===== src/rtl/rv_ctrl_pkg.sv =====
// Shared control definitions for the RV32I multi-cycle core: opcode map,
// sequencer state encoding and trap cause codes.
package rv_ctrl_pkg;

    localparam logic [6:0] OP_LUI    = 7'b0110111;
    localparam logic [6:0] OP_AUIPC  = 7'b0010111;
    localparam logic [6:0] OP_JAL    = 7'b1101111;
    localparam logic [6:0] OP_JALR   = 7'b1100111;
    localparam logic [6:0] OP_BRANCH = 7'b1100011;
    localparam logic [6:0] OP_LOAD   = 7'b0000011;
    localparam logic [6:0] OP_STORE  = 7'b0100011;
    localparam logic [6:0] OP_IMM    = 7'b0010011;
    localparam logic [6:0] OP_REG    = 7'b0110011;

    typedef enum logic [2:0] {
        ST_FETCH,
        ST_DECODE,
        ST_EXEC,
        ST_MEM,
        ST_WB,
        ST_HALT,
        ST_TRAP
    } state_t;

    typedef enum logic [1:0] {
        FC_NONE    = 2'b00,
        FC_ILLEGAL = 2'b01,
        FC_IMEM_TO = 2'b10,
        FC_DMEM_TO = 2'b11
    } fault_t;

    function automatic logic is_legal(input logic [6:0] op);
        case (op)
            OP_LUI, OP_AUIPC, OP_JAL, OP_JALR, OP_BRANCH,
            OP_LOAD, OP_STORE, OP_IMM, OP_REG: return 1'b1;
            default:                           return 1'b0;
        endcase
    endfunction

endpackage


===== src/rtl/mc_sequencer_if.sv =====
// Instruction/data memory request handshakes driven by the sequencer.
interface mc_sequencer_if;
    logic imem_req;
    logic imem_ready;
    logic dmem_req;
    logic dmem_we;
    logic dmem_ready;

    modport master (
        output imem_req,
        output dmem_req,
        output dmem_we,
        input  imem_ready,
        input  dmem_ready
    );

    modport slave (
        input  imem_req,
        input  dmem_req,
        input  dmem_we,
        output imem_ready,
        output dmem_ready
    );
endinterface


===== src/rtl/mem_wait_timer.sv =====
// Wait-cycle counter shared by the fetch and data-memory states; flags the
// last permitted stall cycle of a request.
module mem_wait_timer #(
    parameter int TIMEOUT = 16
) (
    input  logic clk,
    input  logic rst_n,
    input  logic i_clr,
    input  logic i_wait,
    output logic o_limit,
    output logic o_idle
);
    logic [7:0] r_cnt;

    always_ff @(posedge clk) begin
        if (!rst_n || i_clr) begin
            r_cnt <= 8'd0;
        end else if (i_wait) begin
            r_cnt <= r_cnt + 8'd1;
        end
    end

    assign o_limit = (r_cnt == 8'(TIMEOUT - 1));
    assign o_idle  = (r_cnt == 8'd0);
endmodule


===== src/rtl/mc_sequencer.sv =====
// Multi-cycle RV32I sequencer: steps FETCH/DECODE/EXEC/MEM/WB, produces the
// write strobes and memory requests, and traps on illegal opcodes or stalls.
module mc_sequencer
    import rv_ctrl_pkg::*;
#(
    parameter int TIMEOUT = 16,
    parameter int CNT_W   = 32
) (
    input  logic             clk,
    input  logic             rst_n,
    input  logic [6:0]       opcode,
    input  logic             branch_taken,
    input  logic             halt_req,
    mc_sequencer_if.master   mem,
    output logic             ir_we,
    output logic             mdr_we,
    output logic             rf_we,
    output logic             pc_we,
    output logic             pc_sel,
    output logic             halted,
    output logic             fault,
    output logic [1:0]       fault_code,
    output logic [CNT_W-1:0] instret
);
    state_t             r_state;
    logic               r_fault;
    fault_t             r_code;
    logic [CNT_W-1:0]   r_instret;

    state_t w_next;
    fault_t w_code;
    logic   w_trap, w_retire;
    logic   w_imem_req, w_dmem_req, w_dmem_we;
    logic   w_ir_we, w_mdr_we, w_rf_we, w_pc_we, w_pc_sel;
    logic   w_limit, w_idle, w_wait, w_clr;

    assign w_wait = (w_imem_req && !mem.imem_ready) || (w_dmem_req && !mem.dmem_ready);
    assign w_clr  = (w_next != r_state);

    mem_wait_timer #(.TIMEOUT(TIMEOUT)) u_timer (
        .clk     (clk),
        .rst_n   (rst_n),
        .i_clr   (w_clr),
        .i_wait  (w_wait),
        .o_limit (w_limit),
        .o_idle  (w_idle)
    );

    always_comb begin
        w_next     = r_state;
        w_code     = FC_NONE;
        w_trap     = 1'b0;
        w_retire   = 1'b0;
        w_imem_req = 1'b0;
        w_dmem_req = 1'b0;
        w_dmem_we  = 1'b0;
        w_ir_we    = 1'b0;
        w_mdr_we   = 1'b0;
        w_rf_we    = 1'b0;
        w_pc_we    = 1'b0;
        w_pc_sel   = 1'b0;
        case (r_state)
            ST_FETCH: begin
                // An idle counter marks the entry cycle, before any request is out.
                if (w_idle && halt_req) begin
                    w_next = ST_HALT;
                end else begin
                    w_imem_req = 1'b1;
                    if (mem.imem_ready) begin
                        w_ir_we = 1'b1;
                        w_next  = ST_DECODE;
                    end else if (w_limit) begin
                        w_trap = 1'b1;
                        w_code = FC_IMEM_TO;
                        w_next = ST_TRAP;
                    end
                end
            end
            ST_DECODE: begin
                if (is_legal(opcode)) begin
                    w_next = ST_EXEC;
                end else begin
                    w_trap = 1'b1;
                    w_code = FC_ILLEGAL;
                    w_next = ST_TRAP;
                end
            end
            ST_EXEC: begin
                if (opcode == OP_BRANCH) begin
                    w_pc_we  = 1'b1;
                    w_pc_sel = branch_taken;
                    w_retire = 1'b1;
                    w_next   = ST_FETCH;
                end else if (opcode == OP_LOAD || opcode == OP_STORE) begin
                    w_next = ST_MEM;
                end else begin
                    w_next = ST_WB;
                end
            end
            ST_MEM: begin
                w_dmem_req = 1'b1;
                w_dmem_we  = (opcode == OP_STORE);
                if (mem.dmem_ready) begin
                    if (opcode == OP_STORE) begin
                        w_pc_we  = 1'b1;
                        w_retire = 1'b1;
                        w_next   = ST_FETCH;
                    end else begin
                        w_mdr_we = 1'b1;
                        w_next   = ST_WB;
                    end
                end else if (w_limit) begin
                    w_trap = 1'b1;
                    w_code = FC_DMEM_TO;
                    w_next = ST_TRAP;
                end
            end
            ST_WB: begin
                // PC is written here, after rd has captured the old PC+4 for jumps.
                w_rf_we  = 1'b1;
                w_pc_we  = 1'b1;
                w_pc_sel = (opcode == OP_JAL || opcode == OP_JALR);
                w_retire = 1'b1;
                w_next   = ST_FETCH;
            end
            ST_HALT: begin
                if (!halt_req) w_next = ST_FETCH;
            end
            ST_TRAP: w_next = ST_TRAP;
            default: w_next = ST_FETCH;
        endcase
    end

    always_ff @(posedge clk) begin
        if (!rst_n) begin
            r_state   <= ST_FETCH;
            r_fault   <= 1'b0;
            r_code    <= FC_NONE;
            r_instret <= '0;
        end else begin
            r_state <= w_next;
            if (w_trap) begin
                r_fault <= 1'b1;
                r_code  <= w_code;
            end
            if (w_retire) r_instret <= r_instret + CNT_W'(1);
        end
    end

    // Strobes and requests are masked while reset is held.
    assign mem.imem_req = rst_n & w_imem_req;
    assign mem.dmem_req = rst_n & w_dmem_req;
    assign mem.dmem_we  = rst_n & w_dmem_we;
    assign ir_we        = rst_n & w_ir_we;
    assign mdr_we       = rst_n & w_mdr_we;
    assign rf_we        = rst_n & w_rf_we;
    assign pc_we        = rst_n & w_pc_we;
    assign pc_sel       = rst_n & w_pc_sel;
    assign halted       = rst_n & (r_state == ST_HALT);
    assign fault        = r_fault;
    assign fault_code   = r_code;
    assign instret      = r_instret;
endmodule

===== src/flat_wrapper.sv =====
// flat-port wrapper written by rule: the top's interface ports become plain ports
module mc_sequencer_flat import rv_ctrl_pkg::*;
#(
    parameter int TIMEOUT = 16,
    parameter int CNT_W   = 32
)
  (clk, rst_n, opcode, branch_taken, halt_req, ir_we, mdr_we, rf_we, pc_we, pc_sel, halted, fault, fault_code, instret, mem_imem_req, mem_dmem_req, mem_dmem_we, mem_imem_ready, mem_dmem_ready);
  mc_sequencer_if mem_i ();
  input  logic clk;
  input  logic rst_n;
  input  logic [6:0] opcode;
  input  logic branch_taken;
  input  logic halt_req;
  output logic ir_we;
  output logic mdr_we;
  output logic rf_we;
  output logic pc_we;
  output logic pc_sel;
  output logic halted;
  output logic fault;
  output logic [1:0] fault_code;
  output logic [CNT_W-1:0] instret;
  output wire logic [$bits(mem_i.imem_req)-1:0] mem_imem_req;
  output wire logic [$bits(mem_i.dmem_req)-1:0] mem_dmem_req;
  output wire logic [$bits(mem_i.dmem_we)-1:0] mem_dmem_we;
  input wire logic [$bits(mem_i.imem_ready)-1:0] mem_imem_ready;
  input wire logic [$bits(mem_i.dmem_ready)-1:0] mem_dmem_ready;
  assign mem_imem_req = mem_i.imem_req;
  assign mem_dmem_req = mem_i.dmem_req;
  assign mem_dmem_we = mem_i.dmem_we;
  assign mem_i.imem_ready = mem_imem_ready;
  assign mem_i.dmem_ready = mem_dmem_ready;
  mc_sequencer #(.TIMEOUT(TIMEOUT), .CNT_W(CNT_W)) u_core (.clk(clk), .rst_n(rst_n), .opcode(opcode), .branch_taken(branch_taken), .halt_req(halt_req), .mem(mem_i), .ir_we(ir_we), .mdr_we(mdr_we), .rf_we(rf_we), .pc_we(pc_we), .pc_sel(pc_sel), .halted(halted), .fault(fault), .fault_code(fault_code), .instret(instret));
endmodule

===== config.mk =====
export PLATFORM = sky130hd
export DESIGN_NAME = mc_sequencer_flat
export DESIGN_NICKNAME = d
export VERILOG_FILES = /design/src/rtl/rv_ctrl_pkg.sv /design/src/rtl/mc_sequencer_if.sv /design/src/rtl/mem_wait_timer.sv /design/src/rtl/mc_sequencer.sv /design/src/flat_wrapper.sv
export SDC_FILE = /design/constraint.sdc
export NUM_CORES = 1
export LEC_CHECK = 0
export ABC_CLOCK_PERIOD_IN_PS = 2700
export CAP_MARGIN = 20
export CORE_MARGIN = 2
export CORE_UTILIZATION = 53
export CTS_BUF_LIST = sky130_fd_sc_hd__clkbuf_8
export DETAILED_ROUTE_END_ITERATION = 16
export HOLD_SLACK_MARGIN = 0.15
export PLACE_DENSITY = 0.86
export SLEW_MARGIN = 0
export SYNTH_ARGS = -nofsm -noshare
export SYNTH_HDL_FRONTEND = slang
export SYNTH_HIERARCHICAL = 1
export SYNTH_SLANG_ARGS = --single-unit

===== constraint.sdc =====
create_clock -name clk -period 2.7 [get_ports clk]
set_input_delay 0.54 -clock clk [delete_from_list [all_inputs] [get_ports clk]]
set_output_delay 0.54 -clock clk [all_outputs]
set_load 0.02 [all_outputs]

# Word-level counts from Yosys, hierarchy flattened
# Index checks and enable logic that the tools add are counted.
word_totals:
  reg_bits: 46
  input_bits: 13
  output_inout_bits: 44
  elab_cells: 88
classes:
  add_sub_neg: 2
  eq_ne: 17
  muxes: 42
  bitwise: 9
  reduce_logical: 13
ops:
  columns: ["op", "count"]
  rows:
  - ["32-bit by 1-bit adder with 32-bit output, second input constant", 1]
  - ["3-bit 2-to-1 mux", 9]
  - ["1-bit 2-to-1 mux", 23]
  - ["7-bit by 6-bit == test with 1-bit output, second input constant", 3]
  - ["7-bit == test, second input constant", 3]
  - ["3-bit case mux with 6 select lines", 1]
  - ["7-bit by 5-bit == test with 1-bit output, second input constant", 2]
  - ["2-bit 2-to-1 mux", 5]
  - ["1-bit bitwise AND", 9]
  - ["3-bit == test, second input constant", 3]
  - ["9-bit OR reduction", 1]
  - ["8-bit by 1-bit adder with 8-bit output, second input constant", 1]
  - ["8-bit by 4-bit == test with 1-bit output, second input constant", 1]
  - ["8-bit zero test", 1]
  - ["7-bit by 2-bit == test with 1-bit output, second input constant", 1]
  - ["3-bit by 2-bit == test with 1-bit output, second input constant", 2]
  - ["1-bit case mux with 3 select lines", 2]
  - ["2-bit case mux with 3 select lines", 1]
  - ["1-bit logical OR", 4]
  - ["3-bit by 1-bit == test with 1-bit output, second input constant", 1]
  - ["1-bit logical AND", 3]
  - ["1-bit zero test", 3]
  - ["3-bit zero test", 1]
  - ["3-bit != test", 1]
  - ["1-bit case mux with 2 select lines", 1]

# Depth between registers and ports, before layout
depth:
  word_depth: 8
  ltp_mapped: 9
  mapped_depth_nobuf: 8

# Cells and area by module
# Netlist, hierarchy kept.
modules_own_cells:
  columns: ["module", "instances", "cells_each", "area_per_inst_um2", "seq_area_each_um2"]
  rows:
  - ["mc_sequencer", 1, 279, 2240.9, 760.7]
  - ["mem_wait_timer", 1, 47, 400.4, 160.2]

# Worst setup path before layout
# Ideal clock, no wire load.
synth_timing:
  path_type: "register to output"
  from: "reg u_core.u_timer.r_cnt[0]"
  to: "out ir_we"
  t_arrival_ns: 2.348
  t_required_ns: 2.160
  setup_slack_ns: -0.188
  path_stages_with_launch: 6
  path_buffers: 0
  cell_sequence: "dfxtp_1 > inv_1 > ha_1 > and3_1 > a2111oi_0 > and2_1"
synth_via:
  elab_chain_len: 5
synth_lines:
  columns: ["item", "line_no", "rtl"]
  rows:
  - ["start: declaration", "mem_wait_timer.sv:13", "logic [7:0] r_cnt;"]
  - ["start signal: assignment", "mem_wait_timer.sv:19", "r_cnt <= r_cnt + 8'd1;"]
  - ["8-bit zero test", "mem_wait_timer.sv:24", "assign o_idle = (r_cnt == 8'd0);"]
  - ["named net u_core.w_idle", "mc_sequencer.sv:35", "logic w_limit, w_idle, w_wait, w_clr;"]
  - ["1-bit logical AND", "mc_sequencer.sv:65", "if (w_idle && halt_req) begin"]
  - ["1-bit 2-to-1 mux", "mc_sequencer.sv:65", null]
  - ["1-bit 2-to-1 mux", "mc_sequencer.sv:62", "case (r_state)"]
  - ["1-bit bitwise AND", "mc_sequencer.sv:154", "assign ir_we = rst_n & w_ir_we;"]
  - ["end: declaration", "flat_wrapper.sv:14", "output logic ir_we;"]
# The timed path passes the listed nets, and every way through them passes these cells.

# Worst setup path after layout
layout_timing:
  from: "in opcode[2]"
  to: "out pc_sel"
layout_via:
  elab_chain_len: 4
  word_cells_on_any_way: 7
  cone_classes: "eq/ne: 3; mux: 2; bitwise: 1; reduce/logical: 1"
layout_lines:
  columns: ["item", "line_no", "rtl"]
  rows:
  - ["start: declaration", "flat_wrapper.sv:11", "input logic [6:0] opcode;"]
  - ["7-bit == test, on equally long branches", "mc_sequencer.sv:89, mc_sequencer.sv:122", null]
  - ["1-bit 2-to-1 mux / 1-bit logical OR (equally long branches)", "mc_sequencer.sv:89, mc_sequencer.sv:122", null]
  - ["1-bit case mux with 2 select lines (*)", "mc_sequencer.sv:62", null]
  - ["1-bit bitwise AND (*)", "mc_sequencer.sv:158", "assign pc_sel = rst_n & w_pc_sel;"]
  - ["end: declaration", "flat_wrapper.sv:18", "output logic pc_sel;"]
# Mark *: on every way between the ends. The rest lies on a longest branch, timed or not.

==> flow_summary.ini <==
[timing]
fin_crit_sh = 0.974
hold_viol_final = 0
worst_slack_ps = 68.9
finalCriticalPeriod_ps = 2630
worst_pin_slew_ps = 607
setup_viol = 0
fmax_ghz = 0.380
clock-skew-final_ps = 6.02
maxSlewViolCount = 0
worst_slew_margin_rel = 0.592
rsz0062_at_grt = no

[clock_tree]
cts_buffers = 5
clk_latency_ps = 300
clk_path_buf_depth = 2
cts_htree_levels = 2
postCtsHoldBufs = 0
path_clk_slew_ps = 80
cts_sinks = 46
cts_tree = built
ctsRootBufferMaster = clkbuf_8

[die]
die_h_um = 74.6
initial_core_util = 0.556
die_area_sq_um = 5560
die_x_um = 74.6
fp-row-count = 25
design.core.area_sq_um = 4750
io_pins = 57

[synthesis]
ys_seq_area_frac = 0.349
synth-seq-cells = 46
yosysWarningCount = 6
synth_nets = 342
async_flop_share = 0
synthesis.instances = 326
synth_area_per_cell_sq_um = 8.10
syn_area_sq_um = 2640
yosys.area.top_type = dfxtp_1
ys.flop_type = dfxtp_1
netlist.area_leader.share = 0.349
synthMostInstantiatedCell = dfxtp_1
synth-edff-count = 0
synthTopCellsByCount = dfxtp_1 (46), nor2_1 (31), a21oi_1 (26), nand2_1 (26), nand3_1 (19)
synth_cell_types = 57
synth_area_leaders = dfxtp_1 (35%), a21oi_1 (4.9%), nor2_1 (4.4%)

[worst_setup_path]
worstPathRequired_ps = 2160
crit_path_end_kind = output pin
reg2reg_depth = 8
critical_path_class = input port to output pin
start_kind = input port
cp_max_fo = 4
cp.arrival_ps = 2090

[cells_and_area]
diodes = 0
n_fill_cell = 382
design_area_sq_um = 3530
utilization = 0.742
final_nets = 420
drive_above_1_share = 0.131
layout-area-overhead-vs-synth_pct = 33.5

[detailed_routing]
route.detailed.drc = 0
drt-pass1-iter-count = 5
wirelength_mm = 7.40
vias = 2797
drt_iter0_markers = 188
wire_per_inst_um = 15.7
antenna_left = 0
vias_per_cell = 5.93

[place]
hpwl_mm = 5.27
globalplace.congestion = 0.983
post_dp_cell_area_sq_um = 3440
io_buffers = 56
dpl_worst_slack_ps = -219

[global_route]
grt_max_degree = 24
grt_pass1_vias = 2534
grt_pass1_wl_mm = 12.0
grt_usage = 0.278
grt_overflow_total = 0
antenna_found_initial = 0

[outcome]
status = finished, final reports clean

[power_and_ir_drop]
power_density_nw_per_um2 = 438
leakage_nw = 1.28
power.total_w = 0.00155
ir_drop_uv = 248

[min_path]
whs_path_depth = 2
min_path_type = flop to flop

[flow_run]
maxCapViolCount = 0
==> state kept, by name, summed over array words and instances (netlist names) <==
signal and cells:
u_core/instret 32, u_core/u_timer/r_cnt 8, u_core/r_state 3, u_core/fault_code 2, u_core/fault 1
==> worst max-delay path, cell delays in order <==
cell,delay [ps]
clkdlybuf4s50_1,490
and4bb_1,330
buf_4,130
nand4_1,90
a21oi_1,190
clkdlybuf4s15_1,320
==> per-stage QoR <==
step | hold slack, ps | TNS (ps) | std cells
3_3_place_gp | 459 | -873 | 464
3_5_place_dp | 464 | -1050 | 464
2_1_floorplan | 458 | 0 | 326
5_1_grt | 517 | 0 | 472
6_report | 472 | 0 | 472
4_1_cts | 478 | 0 | 472
==> cells by family after synthesis <==
| logic type | synth area share |
|---|---|
| and+or+nand+nor | 0.352 |
| AOI/OAI and AO/OA | 0.155 |
| DFF | 0.349 |
| buffers and inverters | 0.0469 |
| xor gates and xnor gates | 0.0597 |
| muxes | 0.0227 |
| adders and majority gates | 0.0142 |
==> power by group <==
group          switching [W]  internal (W)  leakage [nW]
clock               0.000235      0.000208        0.0530
sequential         0.0000213      0.000698         0.372
combinational       0.000220      0.000164         0.854
==> cells in the final DEF, fill, tap and decap left out, types with 6 or more instances in the layout <==
cell,instances
o31ai_1,6
mux2i_1,6
clkdlybuf4s50_1,49
a21oi_1,26
inv_1,11
buf_4,32
xnor2_1,11
nand4_1,16
nand3_1,19
or4_1,6
nand2b_1,7
nand2_1,26
o21ai_0,10
and2_1,6
or3_1,8
dfxtp_1,46
clkbuf_8,6
nor2_1,31
nor4_1,6
xor2_1,7
==> metal layers <==
layer	wire length (um)	vias up	GRT usage
met4	131	0	0.0992
met2	3500	125	0.457
met5	0	-	0
met1	3260	1289	0.370
met3	502	13	0.0461
li1	-	1370	-
==> path summary, 6_finish.rpt <==
kind	slack, ps	to	start
worst min-delay path	470	u_core/fault	u_core/fault
worst max register to register	500	u_core/u_timer/r_cnt[5]	u_core/u_timer/r_cnt[4]
worst max-delay path	70	pc_sel	opcode[2]
worst min register to register	470	u_core/fault	u_core/fault
==> area by class of cell <==
| class | count | area (sq um) | area share |
|---|---|---|---|
| Tap cell | 67 | 83.8 | 0.0238 |
| Sequential cell | 46 | 921 | 0.261 |
| Multi-Input combinational cell | 253 | 1600 | 0.455 |
| Inverter | 10 | 37.5 | 0.0106 |
| Timing Repair Buffer | 88 | 786 | 0.223 |
| Clock inverter | 2 | 12.5 | 0.00355 |
| Clock buffer | 6 | 82.6 | 0.0234 |
==> what timing repair did <==
item,4_1_cts,5_1_grt
setup buffers,0,0
pin swaps,0,0
endpoints found under the setup margin,6,4
resized for setup,7,8
hold endpoints to repair,0,0
(Power assumes the default switching activity.)
